===== src/rtl/pc_unit_pkg.sv =====
// Shared encodings for the PC unit: branch ops, exception causes, sequencer states.
package pc_unit_pkg;

  typedef enum logic [1:0] {
    BR_BEQ = 2'b00,
    BR_BNE = 2'b01,
    BR_BLE = 2'b10,
    BR_BGT = 2'b11
  } branch_op_e;

  typedef enum logic [1:0] {
    EXC_OVERFLOW = 2'd0,
    EXC_BAD_OP   = 2'd1,
    EXC_DIV_ZERO = 2'd2,
    EXC_RESERVED = 2'd3
  } exc_cause_e;

  typedef enum logic {
    ST_RUN     = 1'b0,
    ST_EXC_VEC = 1'b1
  } state_e;

endpackage


===== src/rtl/pc_unit_branch_cond.sv =====
// Combinational branch-condition evaluator shared with the control-unit bench.
module branch_cond
  import pc_unit_pkg::*;
(
  input  logic [1:0] branchOp,
  input  logic       zero,
  input  logic       gt,
  output logic       cond
);

  // NOTE: give every always_comb output a default first so no path leaves it unassigned (no latch).
  always_comb begin
    cond = 1'b0;
    case (branch_op_e'(branchOp))
      BR_BEQ:  cond = zero;
      BR_BNE:  cond = !zero;
      BR_BLE:  cond = zero | !gt;
      BR_BGT:  cond = gt;
      default: cond = 1'b0;
    endcase
  end

endmodule


===== src/rtl/pc_unit.sv =====
// PC and EPC registers with a RUN/EXC_VEC exception sequencer.
// Optional misaligned-target suppression is enabled by defining PC_ALIGN_CHECK_EN.
module pc_unit
  import pc_unit_pkg::*;
#(
  parameter logic [31:0] RESET_PC   = 32'h0000_0000,
  parameter logic [31:0] EPC_OFFSET = 32'd4
) (
  input  logic        clk,
  input  logic        reset,
  input  logic [31:0] pcSourceOut,
  input  logic        pcWrite,
  input  logic        pcWriteCond,
  input  logic [1:0]  branchOp,
  input  logic        zero,
  input  logic        gt,
  input  logic        excReq,
  input  logic [1:0]  excCause,
  output logic [31:0] pcOut,
  output logic [31:0] epcOut,
  output logic [1:0]  causeOut,
  output logic        excBusy,
  output logic        branchTaken,
  output logic        alignErr
);

  state_e state_q, state_d;
  logic   cond, wen, align_ok;
  logic   pc_load, epc_load, bt_d, ae_d;

  branch_cond u_branch_cond (
    .branchOp (branchOp),
    .zero     (zero),
    .gt       (gt),
    .cond     (cond)
  );

  assign wen = pcWrite | (pcWriteCond & cond);

`ifdef PC_ALIGN_CHECK_EN
  assign align_ok = (pcSourceOut[1:0] == 2'b00);
`else
  assign align_ok = 1'b1;
`endif

  // NOTE: sequential state uses non-blocking assignments so all registers update together at the edge.
  always_ff @(posedge clk) begin
    if (reset) state_q <= ST_RUN;
    else       state_q <= state_d;
  end

  always_comb begin
    state_d = state_q;
    case (state_q)
      ST_RUN:     if (excReq)  state_d = ST_EXC_VEC;
      ST_EXC_VEC: if (pcWrite) state_d = ST_RUN;
      default:    state_d = ST_RUN;
    endcase
  end

  always_comb begin
    excBusy = (state_q == ST_EXC_VEC);
  end

  // Exception entry wins over any RUN-state write; the vector write skips the alignment check.
  always_comb begin
    pc_load  = 1'b0;
    epc_load = 1'b0;
    bt_d     = 1'b0;
    ae_d     = 1'b0;
    case (state_q)
      ST_RUN: begin
        if (excReq) begin
          epc_load = 1'b1;
        end else if (wen) begin
          pc_load = align_ok;
          ae_d    = !align_ok;
          bt_d    = align_ok & !pcWrite;
        end
      end
      ST_EXC_VEC: pc_load = pcWrite;
      default: ;
    endcase
  end

  always_ff @(posedge clk) begin
    if (reset) begin
      pcOut       <= RESET_PC;
      epcOut      <= 32'h0;
      causeOut    <= 2'b00;
      branchTaken <= 1'b0;
    end else begin
      if (pc_load)  pcOut <= pcSourceOut;
      if (epc_load) begin
        epcOut   <= pcOut - EPC_OFFSET;
        causeOut <= excCause;
      end
      branchTaken <= bt_d;
    end
  end

`ifdef PC_ALIGN_CHECK_EN
  always_ff @(posedge clk) begin
    if (reset) alignErr <= 1'b0;
    else       alignErr <= ae_d;
  end
`else
  assign alignErr = 1'b0;
  logic unused_ae;
  assign unused_ae = ae_d;
`endif

endmodule


===== config.mk =====
export PLATFORM = sky130hd
export DESIGN_NAME = pc_unit
export DESIGN_NICKNAME = d
export VERILOG_FILES = /design/src/rtl/pc_unit_pkg.sv /design/src/rtl/pc_unit_branch_cond.sv /design/src/rtl/pc_unit.sv
export SDC_FILE = /design/constraint.sdc
export NUM_CORES = 1
export LEC_CHECK = 0
export ABC_AREA = 1
export CAP_MARGIN = 20
export CORE_AREA = 3 3 94 96
export CTS_BUF_LIST = sky130_fd_sc_hd__clkbuf_4
export DETAILED_ROUTE_END_ITERATION = 10
export DIE_AREA = 0 0 97 99
export GPL_TIMING_DRIVEN = 0
export PLACE_DENSITY = 0.78
export SLEW_MARGIN = 20
export SYNTH_ARGS = -nofsm -noshare
export SYNTH_HDL_FRONTEND = slang
export SYNTH_SLANG_ARGS = --single-unit
export TNS_END_PERCENT = 10

===== constraint.sdc =====
create_clock -name clk -period 1.55 [get_ports clk]
set_clock_uncertainty 0.2 [all_clocks]
set_input_delay 0.31 -clock clk [delete_from_list [all_inputs] [get_ports clk]]
set_output_delay 0.31 -clock clk [all_outputs]
set_load 0.01 [all_outputs]

==> results.md, run 1 <==
- H-tree Lvls: 3
- Largest family of logic cells by synthesized area: simple AND/OR/NAND/NOR gates
- Nature of the critical path endpoint: flip-flop
- Root Buffer: clkbuf_4
- Clock sink total: 68
- Global-route wire length before repair: 17320 µm
- Worst VDD drop: 0.0004621 V
- Pin count of the biggest net entering global routing: 12
- Std-Cell Rows: 33
- Area leader, netlist: dfxtp_1
- Synthesized area per cell: 6.647 µm²
- Chip Width: 97 µm
- Ys Warns: 0
- Simple-gate share of the synthesized area: 35.79%
- Setup Viol. Count Final: 14
- DIE HEIGHT: 99 µm
- Critical path class: reg2reg
- Critical path fanouts, max: 6
- Vias in the first global route: 3658
- Max incr delay on CP: 380 ps
- Min Tclk post-route: 1668 ps
- Post-Synth Adder-Cell Area: 0.3634%
- Commonest cells after routing, fill and taps aside: 136 x nor2_1, 63 x nand2_1, 55 x inv_1
- Minimum hold slack: 224.3 ps
- Top-area cell type share of the netlist area: 39.53%
- Vias per cell: 5.000
- CTS tree: built
- Final period utilization: 107.6%
- Initial antenna violation count: 0
- Sequential area share after synthesis: 39.53%
- Worst path slowest cell: dfxtp_4
- Num ports: 112
- Antenna viol nets, final: 0
- Max Cap Viol: 0
- Clock network fraction of total power: 23.3%
- IO buf count: 110
- Leakage: 2.414 nW
- Post-synth top flop: dfxtp_1
- Mux cell area share after synthesis: 0%
- Overall Global Routing Usage: 22.08%
- Clock Tree Buf Depth: 2
- Critical path cell sequence: inv_4, ha_4, nand3_4, nor2_8, nand2_4, xor2_2, o21ai_1, inv_1
- 1st-iter DRT viols: 193
- PD cells: 989.1 nW/µm²
- Starting Density: 42.33%
- Clock-pin slew on the worst setup and hold paths: 110 ps
- Outcome: finished with violations
- Commonest non-fill, non-tap cell in the layout: nor2_1
- Synth cell types: 35
- TritonRoute pass-1 iters: 5
- Crit start category: flip-flop
- DRC violations left: 0
- Crit path required time: 1690 ps
- Antenna Cells: 0
- Num CTS Buffers: 9
- Final core utilization: 61.68%
- Cells after Synth: 518
- Layout cells sized above 1: 34.14%
- Core Region: 8134 µm²
- Clk_lat worst skew: 430 ps
- Crit path arrival time: 1800 ps
- Grt total ovfl: 0
- Max Fclk: 599.5 MHz
- Syn Std Cell Area: 3443 µm²
- Net Sw Frac: 36.61%
- Flop pwr share: 42.9%
- P_sw: 0.001817 W
- Nets: 698
- Via Count: 3820
- Synthesized net count: 562
- Post-Synth XOR/XNOR Area: 1.526%
- Internal power: 0.003146 W
- Area delta synth->final: 45.71%
- Unrepaired setup endpoints after global routing: true
- Die ar.: 9603 µm²
- Drt total wl: 11160 µm
- Comb pwr share: 33.8%
- Hold Fails Final Rpt: 0
- Failing checks: setup timing
- Number of enable flip-flop cells after synthesis: 0
- Top cells by area, synth: dfxtp_1 40%, nor2_1 16%, nand2_1 7.3%, o21ai_0 7.3%, inv_1 6.3%
- Ys async rst share: 0%
- Seq cells post-synth: 68
- Setup ws final: -117.9 ps
- Hold crit path type: in2reg
- Drt wl/cell: 14.61 µm
- Slew Limit Fails: 0
- Hold buffer count at CTS: 0
- HPWL Detailed: 8078 µm
- RePlAce Congestion: 0.8761
- Post-synthesis compound-gate area fraction: 12.65%
## metal layers
metal | part of all wire (%) | vias up | GRT usage (%) | wire (µm)
met3 | 6.3 | 37 | 4.600 | 708
li1 | - | 1895 | - | -
met4 | 3.0 | 0 | 9.179 | 332
met1 | 42 | 1739 | 26.84 | 4643
met5 | 0 | - | 0 | 0
met2 | 49 | 149 | 38.00 | 5473
## through the flow
step	TNS (ps)	instance area (µm²)	power [W]	setup WS (ps)	instances
after floorplan	0	3456	0.003035	0.2509	518
after global placement	-27820	4688	0.003683	-510.8	733
after detailed placement	-29940	4688	0.003719	-547.5	733
after CTS	-1011	4907	0.004821	-153.1	756
after global routing	-2406	5017	0.005242	-198.1	764
final	-647.2	5017	0.004963	-117.9	764
## critical path: cells and delay by family (launching register included)
family | cells | cell delay, ps
AOI/OAI and AO/OA | 1 | 130
adders and majority gates | 1 | 140
buffers and inverters | 2 | 110
and+or+nand+nor | 3 | 440
DFF | 1 | 380
xor gates and xnor gates | 1 | 160
## Yosys cell counts (4+ instances only)
| master | number |
|---|---|
| nor2_4 | 4 |
| dfxtp_1 | 68 |
| o21ai_1 | 16 |
| buf_2 | 4 |
| nand3_1 | 24 |
| a31oi_1 | 4 |
| clkbuf_1 | 9 |
| a21oi_1 | 9 |
| inv_1 | 58 |
| xor2_1 | 5 |
| nor2_2 | 12 |
| o21ai_0 | 50 |
| nand4_1 | 5 |
| nor2_1 | 148 |
| nand2_2 | 8 |
| nand2_1 | 67 |
## path summary, 6_finish.rpt
path,cells after the start,endpoint,slack (ps),startpoint
setup / recovery,8,epcOut[16]$_SDFFE_PP0P_,-120,pcOut[2]$_SDFFE_PP0P_
hold reg to reg,1,epcOut[2]$_SDFFE_PP0P_,280,pcOut[2]$_SDFFE_PP0P_
setup reg to reg,8,epcOut[16]$_SDFFE_PP0P_,-120,pcOut[2]$_SDFFE_PP0P_
hold / removal,6,branchTaken$_SDFF_PP0_,220,branchOp[0]
## sequential cells by signal, summed over array words and instances, names as in the netlist
| signal | flops |
|---|---|
| pcOut | 32 |
| excBusy | 1 |
| branchTaken | 1 |
| causeOut | 2 |
| epcOut | 32 |
## timing repair
item                                   in CTS  in global routing
setup endpoints to repair                 114                102
gates resized for setup                   265                103
endpoints found under the hold margin       0                  0
cloned                                      0                  3
buffers inserted                            7                  5
pin swaps                                   1                 15
## power groups by stage
stage          sequential [W]  combinational [W]  clock [W]
2_1_floorplan         0.00217           0.000866          0
4_1_cts               0.00210            0.00155    0.00117
3_3_place_gp          0.00213            0.00155          0
6_report              0.00213            0.00168    0.00116
5_1_grt               0.00215            0.00185    0.00124
3_5_place_dp          0.00214            0.00158          0
## cells by family after synthesis
family / Yosys count
other: 1
buffers and inverters: 82
AND/OR/NAND/NOR: 277
AO/OA/AOI/OAI: 83
flip-flops: 68
XOR/XNOR: 6
adder cells (fa/ha/maj): 1
## final cells by class
| type | count | area, µm² |
|---|---|---|
| Clock buffer | 11 | 82.58 |
| Multi-Input combinational cell | 369 | 1888 |
| Sequential cell | 68 | 1480 |
| Timing Repair Buffer | 124 | 993.5 |
| Tap cell | 105 | 131.4 |
| Inverter | 62 | 240.2 |
| Buffer | 20 | 148.9 |
| Fill cell | 745 | 3117 |
| Clock inverter | 5 | 52.55 |
Note: power is estimated with default switching activity, not from simulation.
==> run 2: changes to the inputs <==
--- a/config.mk
+++ b/config.mk
@@ -17,4 +17,4 @@
 export SYNTH_ARGS = -nofsm -noshare
 export SYNTH_HDL_FRONTEND = slang
 export SYNTH_SLANG_ARGS = --single-unit
-export TNS_END_PERCENT = 10
+export TNS_END_PERCENT = 1
==> run 2 against run 1 <==
  * The run still ends with setup timing left
  * Die area is the same
  * Sequential share of layout area rose by 0.54 points
  * Sequential power about the same
  * Maximum frequency up 1.3%
  * Utilization is 1.3 points lower
  * Power is 1.5% lower
  * First-iteration DRC count is 22% higher
  * Combinational power decreased by 4%
  * Cell count fell by 1.2%
  * Cell area shrank 2.0%
  * Largest cell class unchanged
==> results.md, run 2 (same netlist as run 1, synthesis figures left out) <==
- Critical path class: reg2reg
- Final core utilization: 60.42% (-1.3 points)
- Hold Fails Final Rpt: 0 (unchanged)
- Worst VDD drop: 0.0004176 V (-9.6%)
- M1 GR Usage: 26.80% (-0.044 points)
- Nature of the critical path endpoint: flip-flop
- Max Cap Viol: 0 (unchanged)
- Setup_tns: -871.1 ps (-224.0 ps)
- Vias per cell: 4.979 (-0.42%)
- Area delta synth->final: 42.73%
- Initial antenna violation count: 1 (+1)
- Final period utilization: 106.2% (-1.4 points)
- Pin count of the biggest net entering global routing: 12 (unchanged)
- Failing checks: setup timing
- Overall Global Routing Usage: 21.84% (-0.24 points)
- H-tree Lvls: 3 (unchanged)
- RePlAce Congestion: 0.8761 (unchanged)
- Antenna viol nets, final: 0 (unchanged)
- Leakage: 2.317 nW (-4.0%)
- Crit start category: flip-flop
- CTS tree: built
- Slew Limit Fails: 0 (unchanged)
- Post-Place Cell Area: 4688 µm² (unchanged)
- Met2 global-route usage: 37.74% (-0.27 points)
- Drt wl/cell: 14.30 µm (-2.1%)
- Starting Density: 42.33% (unchanged)
- Root Buffer: clkbuf_4
- Biggest regs: epcOut (32), pcOut (32), causeOut (2)
- PD cells: 994.4 nW/µm² (+0.53%)
- Setup Viol. Count Final: 20 (+6)
- Clock-pin slew on the worst setup and hold paths: 110 ps (about the same)
- Gr busiest metal: met2
- Min Tclk post-route: 1647 ps (-21.09 ps)
- Outcome: finished with violations
- Commonest non-fill, non-tap cell in the layout: nor2_1
- Grt total ovfl: 0 (unchanged)
- HPWL Detailed: 8078 µm (unchanged)
- Max Fclk: 607.2 MHz (+1.3%)
- CP top delay family: simple AND/OR/NAND/NOR gates
- Die ar.: 9603 µm² (unchanged)
- Worst path slowest cell: dfxtp_4
- Layout cells sized above 1: 32.05% (-2.1 points)
- Commonest cells after routing, fill and taps aside: 137 x nor2_1, 62 x nand2_1, 56 x inv_1
- DRC violations left: 0 (unchanged)
- 1st-iter DRT viols: 236 (+22%)
- Critical path fanouts, max: 5 (-1)
- Setup ws final: -96.83 ps (+21.09 ps)
- Drt total wl: 10800 µm (-3.2%)
- Global-route wire length before repair: 17100 µm (-1.3%)
- Hold path startpoint: pcWrite
- Finished Cell Area: 4915 µm² (-2.0%)
- Chip Width: 97 µm (unchanged)
- Nets: 688 (-1.4%)
- Vias in the first global route: 3579 (-2.2%)
- R2R Setup Slk: -100 ps (+20 ps)
- Critical R2R Launch: pcOut[2]$_SDFFE_PP0P_
- Hold crit path type: in2reg
- Hold buffer count at CTS: 0 (unchanged)
- DIE HEIGHT: 99 µm (unchanged)
- Crit path required time: 1680 ps (about the same)
- Critical path cell sequence: inv_4, ha_4, nand3_4, nor2_8, buf_6, nand3_2, nand2_2, nand3_2, nand2_1, inv_1
- Core Region: 8134 µm² (unchanged)
- Clock Tree Buf Depth: 2 (unchanged)
- Crit path arrival time: 1780 ps (-20 ps)
- TritonRoute pass-1 iters: 6 (+1)
- Via Count: 3759 (-1.6%)
- Clock sink total: 68 (unchanged)
- Clk_lat worst skew: 420 ps (about the same)
- Unrepaired setup endpoints after global routing: true
- Num ports: 112 (unchanged)
- Std-Cell Rows: 33 (unchanged)
- Max incr delay on CP: 370 ps (about the same)
- Place WS: -547.5 ps (unchanged)
- Total power: 0.004887 W (-1.5%)
- Met3 Use GR: 3.397% (-1.2 points)
- IO buf count: 110 (unchanged)
- Crit. Startpoint: pcOut[2]$_SDFFE_PP0P_
- Crit path top cell by count: nand3_2
- Buffers and inverters on the worst path: 3 (+1)
- Num CTS Buffers: 9 (unchanged)
==> run 2: cell type report <==
cell class,instances,area [µm²]
plain buffers,20,141.4
clock buffers,11,82.58
clock inverters,5,52.55
well taps,105,131.4
repair buffers,115,925.9
diodes,1,2.502
multi-input cells,368,1864
inverters,62,237.7
fillers,756,3219
flip-flops and latches,68,1476
==> run 2: path summary, 6_finish.rpt <==
path | to | cells after the start
setup reg to reg | epcOut[26]$_SDFFE_PP0P_ | 10
hold reg to reg | epcOut[2]$_SDFFE_PP0P_ | 1
hold / removal | branchTaken$_SDFF_PP0_ | 2
setup / recovery | epcOut[26]$_SDFFE_PP0P_ | 10
==> run 2: repair_timing <==
action,4_1_cts,5_1_grt
resized for setup,252,103
setup buffers,0,5
pin swaps,1,12
hold endpoints to repair,0,0
setup endpoints to repair,114,102
==> run 2: routing by layer <==
layer,wire [µm],vias to the layer above,share of wire [%]
met3,590,21,5.5
met2,5358,138,50
met4,237,0,2.2
met5,0,-,0
li1,-,1886,-
met1,4610,1714,43
==> run 2: power by group <==
group / internal [W] / leakage (nW) / switching (W)
registers: 0.00193 / 0.584 / 0.000205
clock network: 0.000520 / 0.0766 / 0.000627
logic: 0.000662 / 1.66 / 0.000944
total: 0.00311 / 2.32 / 0.00178
==> run 2: per-stage QoR <==
step | hold slack [ps] | cells
CTS | 251.9 | 749
detailed placement | 302.6 | 733
finish | 265.6 | 755
global placement | 277.4 | 733
floorplan | 186.5 | 518
global route | 276.1 | 755
